===== src/rtl/adbg_wr_deser.sv =====
// Debug write-path deserializer: serial tdi -> words, trailing CRC check.
// Optional idle watchdog enabled by defining ADBG_WR_DESER_TIMEOUT_EN.
module adbg_wr_deser #(
  parameter int unsigned WORD_W  = 32,
  parameter int unsigned CNT_W   = 16,
  parameter int unsigned TIMEOUT = 1024
) (
  input  logic              i_clk,
  input  logic              i_rst,
  input  logic              i_start,
  input  logic [CNT_W-1:0]  i_word_count,
  input  logic              i_tdi,
  input  logic              i_shift_en,
  output logic [WORD_W-1:0] o_wr_data,
  output logic              o_wr_valid,
  input  logic              i_wr_ready,
  output logic              o_crc_data,
  output logic              o_crc_en,
  output logic              o_crc_clr,
  input  logic [31:0]       i_crc_in,
  output logic              o_busy,
  output logic              o_done,
  output logic              o_crc_ok,
  output logic              o_overrun,
  output logic              o_timeout
);

  localparam int unsigned BW = $clog2(WORD_W);

  if (!(WORD_W == 8 || WORD_W == 16 || WORD_W == 32) || TIMEOUT < 2)
  begin : g_bad_param
    $error("adbg_wr_deser: illegal WORD_W or TIMEOUT");
  end

  typedef enum logic [2:0] {
    S_IDLE, S_WAIT, S_DATA, S_CRC, S_DONE
  } state_t;

  state_t             r_state;
  state_t             w_next;
  logic [CNT_W-1:0]   r_cnt;
  logic [CNT_W-1:0]   r_wcnt;
  logic [BW-1:0]      r_bcnt;
  logic [4:0]         r_ccnt;
  logic [WORD_W-2:0]  r_shift;
  logic [30:0]        r_crc_sh;
  logic [WORD_W-1:0]  r_wr_data;
  logic               r_wr_valid;
  logic               r_crc_ok;
  logic               r_overrun;
  logic               r_timeout;

  logic               w_word_end;
  logic               w_crc_end;
  logic               w_last_word;
  logic               w_to_hit;
  logic [WORD_W-1:0]  w_word;
  logic [31:0]        w_crc_rx;

  assign w_word_end  = i_shift_en && (r_state == S_DATA)
                    && (r_bcnt == BW'(WORD_W - 1));
  assign w_crc_end   = i_shift_en && (r_state == S_CRC)
                    && (r_ccnt == 5'd31);
  assign w_last_word = (r_wcnt + CNT_W'(1)) == r_cnt;
  assign w_word      = {i_tdi, r_shift};
  assign w_crc_rx    = {i_tdi, r_crc_sh};

`ifdef ADBG_WR_DESER_TIMEOUT_EN
  localparam int unsigned TW = $clog2(TIMEOUT + 1);
  logic [TW-1:0] r_to_cnt;

  assign w_to_hit = o_busy && !i_shift_en && !i_start
                 && (r_to_cnt == TW'(TIMEOUT - 1));

  always_ff @(posedge i_clk) begin
    if (i_rst || i_start || !o_busy || i_shift_en)
      r_to_cnt <= '0;
    else
      r_to_cnt <= r_to_cnt + TW'(1);
  end
`else
  assign w_to_hit = 1'b0;
`endif

  always_ff @(posedge i_clk) begin
    if (i_rst) r_state <= S_IDLE;
    else       r_state <= w_next;
  end

  always_comb begin
    w_next = r_state;
    if (i_start)
      w_next = (i_word_count == '0) ? S_DONE : S_WAIT;
    else if (w_to_hit)
      w_next = S_DONE;
    else begin
      unique case (r_state)
        S_IDLE: w_next = S_IDLE;
        S_WAIT: if (i_shift_en && i_tdi) w_next = S_DATA;
        S_DATA: if (w_word_end && w_last_word) w_next = S_CRC;
        S_CRC:  if (w_crc_end) w_next = S_DONE;
        S_DONE: w_next = S_IDLE;
        default: w_next = S_IDLE;
      endcase
    end
  end

  always_comb begin
    o_busy   = 1'b0;
    o_done   = 1'b0;
    o_crc_en = 1'b0;
    unique case (r_state)
      S_WAIT, S_CRC: o_busy = 1'b1;
      S_DATA: begin
        o_busy   = 1'b1;
        o_crc_en = i_shift_en && !i_start && !i_rst;
      end
      S_DONE: o_done = 1'b1;
      default: ;
    endcase
  end

  assign o_crc_clr  = i_start && !i_rst;
  assign o_crc_data = i_tdi;

  always_ff @(posedge i_clk) begin
    if (i_rst) begin
      r_cnt      <= '0;
      r_wcnt     <= '0;
      r_bcnt     <= '0;
      r_ccnt     <= '0;
      r_shift    <= '0;
      r_crc_sh   <= '0;
      r_wr_data  <= '0;
      r_wr_valid <= 1'b0;
      r_crc_ok   <= 1'b0;
      r_overrun  <= 1'b0;
      r_timeout  <= 1'b0;
    end else begin
      if (r_wr_valid && i_wr_ready) r_wr_valid <= 1'b0;
      if (i_start) begin
        r_cnt     <= i_word_count;
        r_wcnt    <= '0;
        r_bcnt    <= '0;
        r_ccnt    <= '0;
        r_crc_ok  <= 1'b0;
        r_overrun <= 1'b0;
        r_timeout <= 1'b0;
      end else if (w_to_hit) begin
        r_timeout <= 1'b1;
      end else if (i_shift_en && r_state == S_DATA) begin
        if (w_word_end) begin
          r_bcnt <= '0;
          r_wcnt <= r_wcnt + CNT_W'(1);
          // a still-pending word wins; the new one is lost
          if (!r_wr_valid || i_wr_ready) begin
            r_wr_data  <= w_word;
            r_wr_valid <= 1'b1;
          end else begin
            r_overrun <= 1'b1;
          end
        end else begin
          r_shift[r_bcnt] <= i_tdi;
          r_bcnt          <= r_bcnt + BW'(1);
        end
      end else if (i_shift_en && r_state == S_CRC) begin
        if (w_crc_end) begin
          r_crc_ok <= (w_crc_rx == i_crc_in);
        end else begin
          r_crc_sh[r_ccnt] <= i_tdi;
          r_ccnt           <= r_ccnt + 5'd1;
        end
      end
    end
  end

  assign o_wr_data  = r_wr_data;
  assign o_wr_valid = r_wr_valid;
  assign o_crc_ok   = r_crc_ok;
  assign o_overrun  = r_overrun;
  assign o_timeout  = r_timeout;

endmodule


===== config.mk =====
export PLATFORM = sky130hd
export DESIGN_NAME = adbg_wr_deser
export DESIGN_NICKNAME = d
export VERILOG_FILES = /design/src/rtl/adbg_wr_deser.sv
export SDC_FILE = /design/constraint.sdc
export NUM_CORES = 1
export LEC_CHECK = 0
export BUFFER_PORTS_ARGS = -buffer_cell sky130_fd_sc_hd__buf_2
export CAP_MARGIN = 10
export CORE_ASPECT_RATIO = 1.25
export CORE_MARGIN = 3
export CORE_UTILIZATION = 52
export CTS_CLUSTER_SIZE = 20
export DETAILED_ROUTE_END_ITERATION = 6
export MAX_ROUTING_LAYER = met4
export PLACE_DENSITY_LB_ADDON = 0.05
export SETUP_SLACK_MARGIN = 0.5
export SYNTH_ARGS = -nofsm -noshare
export SYNTH_HDL_FRONTEND = slang
export SYNTH_SLANG_ARGS = --single-unit

===== constraint.sdc =====
create_clock -name i_clk -period 2 [get_ports i_clk]
set_input_delay 0.4 -clock i_clk [delete_from_list [all_inputs] [get_ports i_clk]]
set_output_delay 0.4 -clock i_clk [all_outputs]
set_load 0.02 [all_outputs]

==> summary.md <==
| Metric | Value |
|---|---|
| Combinational family with the most area after synthesis | `simple AND/OR/NAND/NOR gates` |
| RSZ-0062 raised after global routing | `true` |
| Start of the worst register-to-register path | `r_bcnt[1]` |
| CTS buffer count | `17` |
| Worst-Margin Slew | `slightly above 1000 ps` |
| Sequential power share | `0.436` |
| Setup crit start kind | `flip-flop` |
| Final Hold Fails | `0` |
| Worst Hold End | `r_cnt[3]` |
| Mapped Nets | `between 900 and 1,000` |
| Fin crit period | `1910 ps` |
| Delay-heaviest family, CP | `simple AND/OR/NAND/NOR gates` |
| Yosys warning count | `0` |
| Post-Syn Instances | `869` |
| Reg-to-reg slack, setup | `between 80 and 90 ps` |
| Clk root buf | `clkbuf_16` |
| Clock power frac | `0.513` |
| VDD IR-drop max | `0.000625 V` |
| Worst-path cell chain | `ha_4 -> and3_4 -> ha_4 -> buf_6 -> clkinvlp_4 -> nor2_4 -> buf_6 -> nand4_1 -> xor2_1 -> nor2_1` |
| Die Y | `133 um` |
| WP data arrival | `between 2000 and 2500 ps` |
| Detailed Routing Iterations Pass 1 | `4` |
| Worst path bufs/invs | `3` |
| CTS tree | `built` |
| Diode count | `0` |
| Max Transition Viols Final | `0` |
| Synth Flop Type | `dfxtp_1` |
| Initial antenna violation count | `0` |
| Max-slew headroom | `0.314` |
| P_int | `5.11 mW` |
| Max Buffers Root-to-Sink | `2` |
| CP max stage delay | `approximately 360 ps` |
| H-tree levels | `4` |
| Detailed Route WL | `~20 mm` |
| F_max | `523 MHz` |
| CP Data Required Time | `2300 ps` |
| Setup TNS | `0 ps` |
| Final HPWL DP | `10.8 mm` |
| Hold Path Stages | `3` |
| Clock-pin slew on the worst setup and hold paths | `around 70 ps` |
| Die area | `14,300 sq um` |
| PD cells | `685 nW/um^2` |
| Class of the worst hold path | `primary input to flip-flop` |
| Setup crit end kind | `flip-flop` |
| Sequential area share after synthesis | `0.424` |
| CP max stage cell | `dfxtp_4` |
| Mux cell area share after synthesis | `0.0271` |
| Grt ovf | `0` |
| Reg-to-reg critical path endpoint | `r_wcnt[15]` |
| Core area | `12,400 sq um` |
| I/O Buffers | `93` |
| Status | `complete, no violations` |
| Initial Util | `0.541` |
| Final Util | `0.774` |
| All-layer global routing usage | `0.255` |
| Asr flop ratio synth | `0` |
| Share of layout cells above drive strength 1 | `0.386` |
| Io pins | `95` |
| Row count | `45` |
| Combinational Power Share | `0.051` |
| Nets | `1,060` |
| Via/cell ratio | `about 5.7` |
| Max-Cap Viols | `0` |
| Worst Clk Skew | `12.3 ps` |
| Worst Min Path Start | `i_word_count[3]` |
| Mapped cell area | `6700 sq um` |
| Synth Area in Compound Gates | `0.0975` |
| DRC viols | `0` |
| Largest net degree at the start of global routing | `95` |
| First-pass GRT wire length | `28.8 mm` |
| Most frequent cells in the layout | `126 x dfxtp_1, 125 x nand2_1, 94 x a21oi_1, 89 x buf_2, 55 x nand3_1` |
| Leak Pwr | `3.72 nW` |
| Reg2reg path depth | `10` |
| Number of synthesized flops with an enable pin | `0` |
| Clk sink count | `142` |
| Design Power | `around 6.6 mW` |
| Register bit total from synthesis | `142` |
| Area delta synth->final | `43.2%` |
| Final WS setup | `89.5 ps` |
| Post-DR wirelength/cell | `17.0 um` |
| Finish-stage setup viols | `0` |
| Worst-Skew Late Latency | `approximately 420 ps` |
| XOR/XNOR share of the synthesized area | `0.0889` |
| Mapped Avg Cell Area | `7.71 sq um` |
| Filler cells | `between 800 and 900` |
| DRT iter0 DRCs | `375` |
| Post-synthesis simple-gate area fraction | `0.294` |
| DRT antenna net count | `0` |
| RD Place Congestion | `0.844` |
| Number of global-route vias before repair | `about 6,000` |
| Net Sw Frac | `0.222` |
| Distinct cells, synth | `46` |
| Vias | `6,637` |
| Period utilisation layout | `0.955` |
| Crit path kind | `flip-flop to flip-flop` |
| Commonest non-fill, non-tap cell in the layout | `dfxtp_1` |
| Chip Width | `108 um` |
| Post-synthesis adder-cell area fraction | `0.0205` |
| Crit Path Max Fanout | `5` |
| Pre-CTS setup slack | `63.9 ps` |
| Psw | `1.46 mW` |
==> how the worst max path moves through the flow <==
| stage | startpoint | to | slack [ps] | depth (start not counted) |
|---|---|---|---|---|
| 2_1_floorplan | r_bcnt[0] | r_shift[18] | 260 | 10 |
| 3_3_place_gp | i_word_count[15] | r_state[0] | 90 | 7 |
| 3_5_place_dp | i_word_count[15] | r_state[0] | 60 | 7 |
| 4_1_cts | r_bcnt[1] | o_wr_data[29] | 160 | 8 |
| 5_1_grt | r_bcnt[1] | r_wcnt[15] | 30 | 10 |
| 6_report | r_bcnt[1] | r_wcnt[15] | 90 | 10 |
==> power by group through the flow <==
| stage | sequential [mW] | combinational, mW | clock, mW |
|---|---|---|---|
| after floorplan | 2.92 | 0.189 | 0 |
| after global placement | 2.93 | 0.277 | 0 |
| after detailed placement | 2.93 | 0.286 | 0 |
| after CTS | 2.86 | 0.306 | 3.40 |
| after global routing | 2.87 | 0.359 | 3.53 |
| final | 2.87 | 0.332 | 3.37 |
==> through the flow <==
stage / area [sq um] / cells / hold WS, ps
global route: 9590 / 1171 / 245
CTS: 8790 / 1152 / 227
finish: 9590 / 1171 / 231
detailed placement: 7590 / 1092 / 445
global placement: 7590 / 1092 / 437
floorplan: 7010 / 869 / 432
==> synthesized netlist by cell type, drive strengths merged (2+ instances only) <==
master | instances | share of area
nand3 | 76 | 0.058
nand4b | 3 | 0.0039
nor3b | 8 | 0.0090
o21ai | 10 | 0.0075
nor4 | 13 | 0.012
or2 | 2 | 0.0019
ha | 11 | 0.021
nand4 | 10 | 0.0093
inv | 7 | 0.0039
nand2 | 210 | 0.12
dfxtp | 142 | 0.42
a21oi | 108 | 0.081
nor3 | 13 | 0.011
nor2b | 4 | 0.0037
and2 | 9 | 0.0084
a31oi | 2 | 0.0019
nor2 | 62 | 0.035
and3 | 6 | 0.0056
clkbuf | 40 | 0.024
mux2i | 17 | 0.025
and3b | 4 | 0.0052
or3 | 4 | 0.0037
xor2 | 51 | 0.067
xnor2 | 17 | 0.022
buf | 26 | 0.019
or4 | 2 | 0.0028
==> final cells by class <==
type,count,area (sq um),share of cell area
Clock buffer,19,443,0.0462
Clock inverter,12,185,0.0193
Inverter,7,30.0,0.00313
Multi-Input combinational cell,655,4410,0.459
Sequential cell,142,2880,0.300
Tap cell,164,205,0.0214
Timing Repair Buffer,172,1440,0.150
==> per-layer routing <==
metal	track usage	wire length [um]	vias to the layer above
met5	-	0	-
met4	0.0912	588	0
met3	0.0454	1000	57
met2	0.435	10800	244
met1	0.297	7510	3163
li1	-	-	3173
==> flip-flops by register name, indices dropped and copies added, names as in the netlist, 3 cells and up <==
signal,cells
r_cnt,16
r_wcnt,16
r_bcnt,5
r_ccnt,5
r_crc_sh,31
r_shift,31
r_state,3
o_wr_data,32
==> repair_timing <==
| action | in CTS | in global routing |
|---|---|---|
| hold endpoints to repair | 0 | 0 |
| pin swaps | 56 | 106 |
| resized for setup | 94 | 140 |
| hold buffers | 0 | 0 |
| endpoints found under the setup margin | 118 | 126 |
| buffers inserted | 24 | 12 |
| cloned | 5 | 7 |
==> kinds of logic after synthesis <==
group                      count (synthesis)
AOI/OAI and AO/OA                        126
xor gates and xnor gates                  68
adders and majority gates                 11
buffers and inverters                     73
DFF                                      142
muxes                                     18
other                                      1
and+or+nand+nor                          430
==> worst reg2reg max path, cell delays in order (launching register included) <==
cell and delay, ps:
dfxtp_4 360, ha_4 130, and3_4 190, ha_4 170
buf_6 130, clkinvlp_4 120, nor2_4 190, buf_6 160
nand4_1 110, xor2_1 180, nor2_1 50
Power figures use the tool's default switching activity.
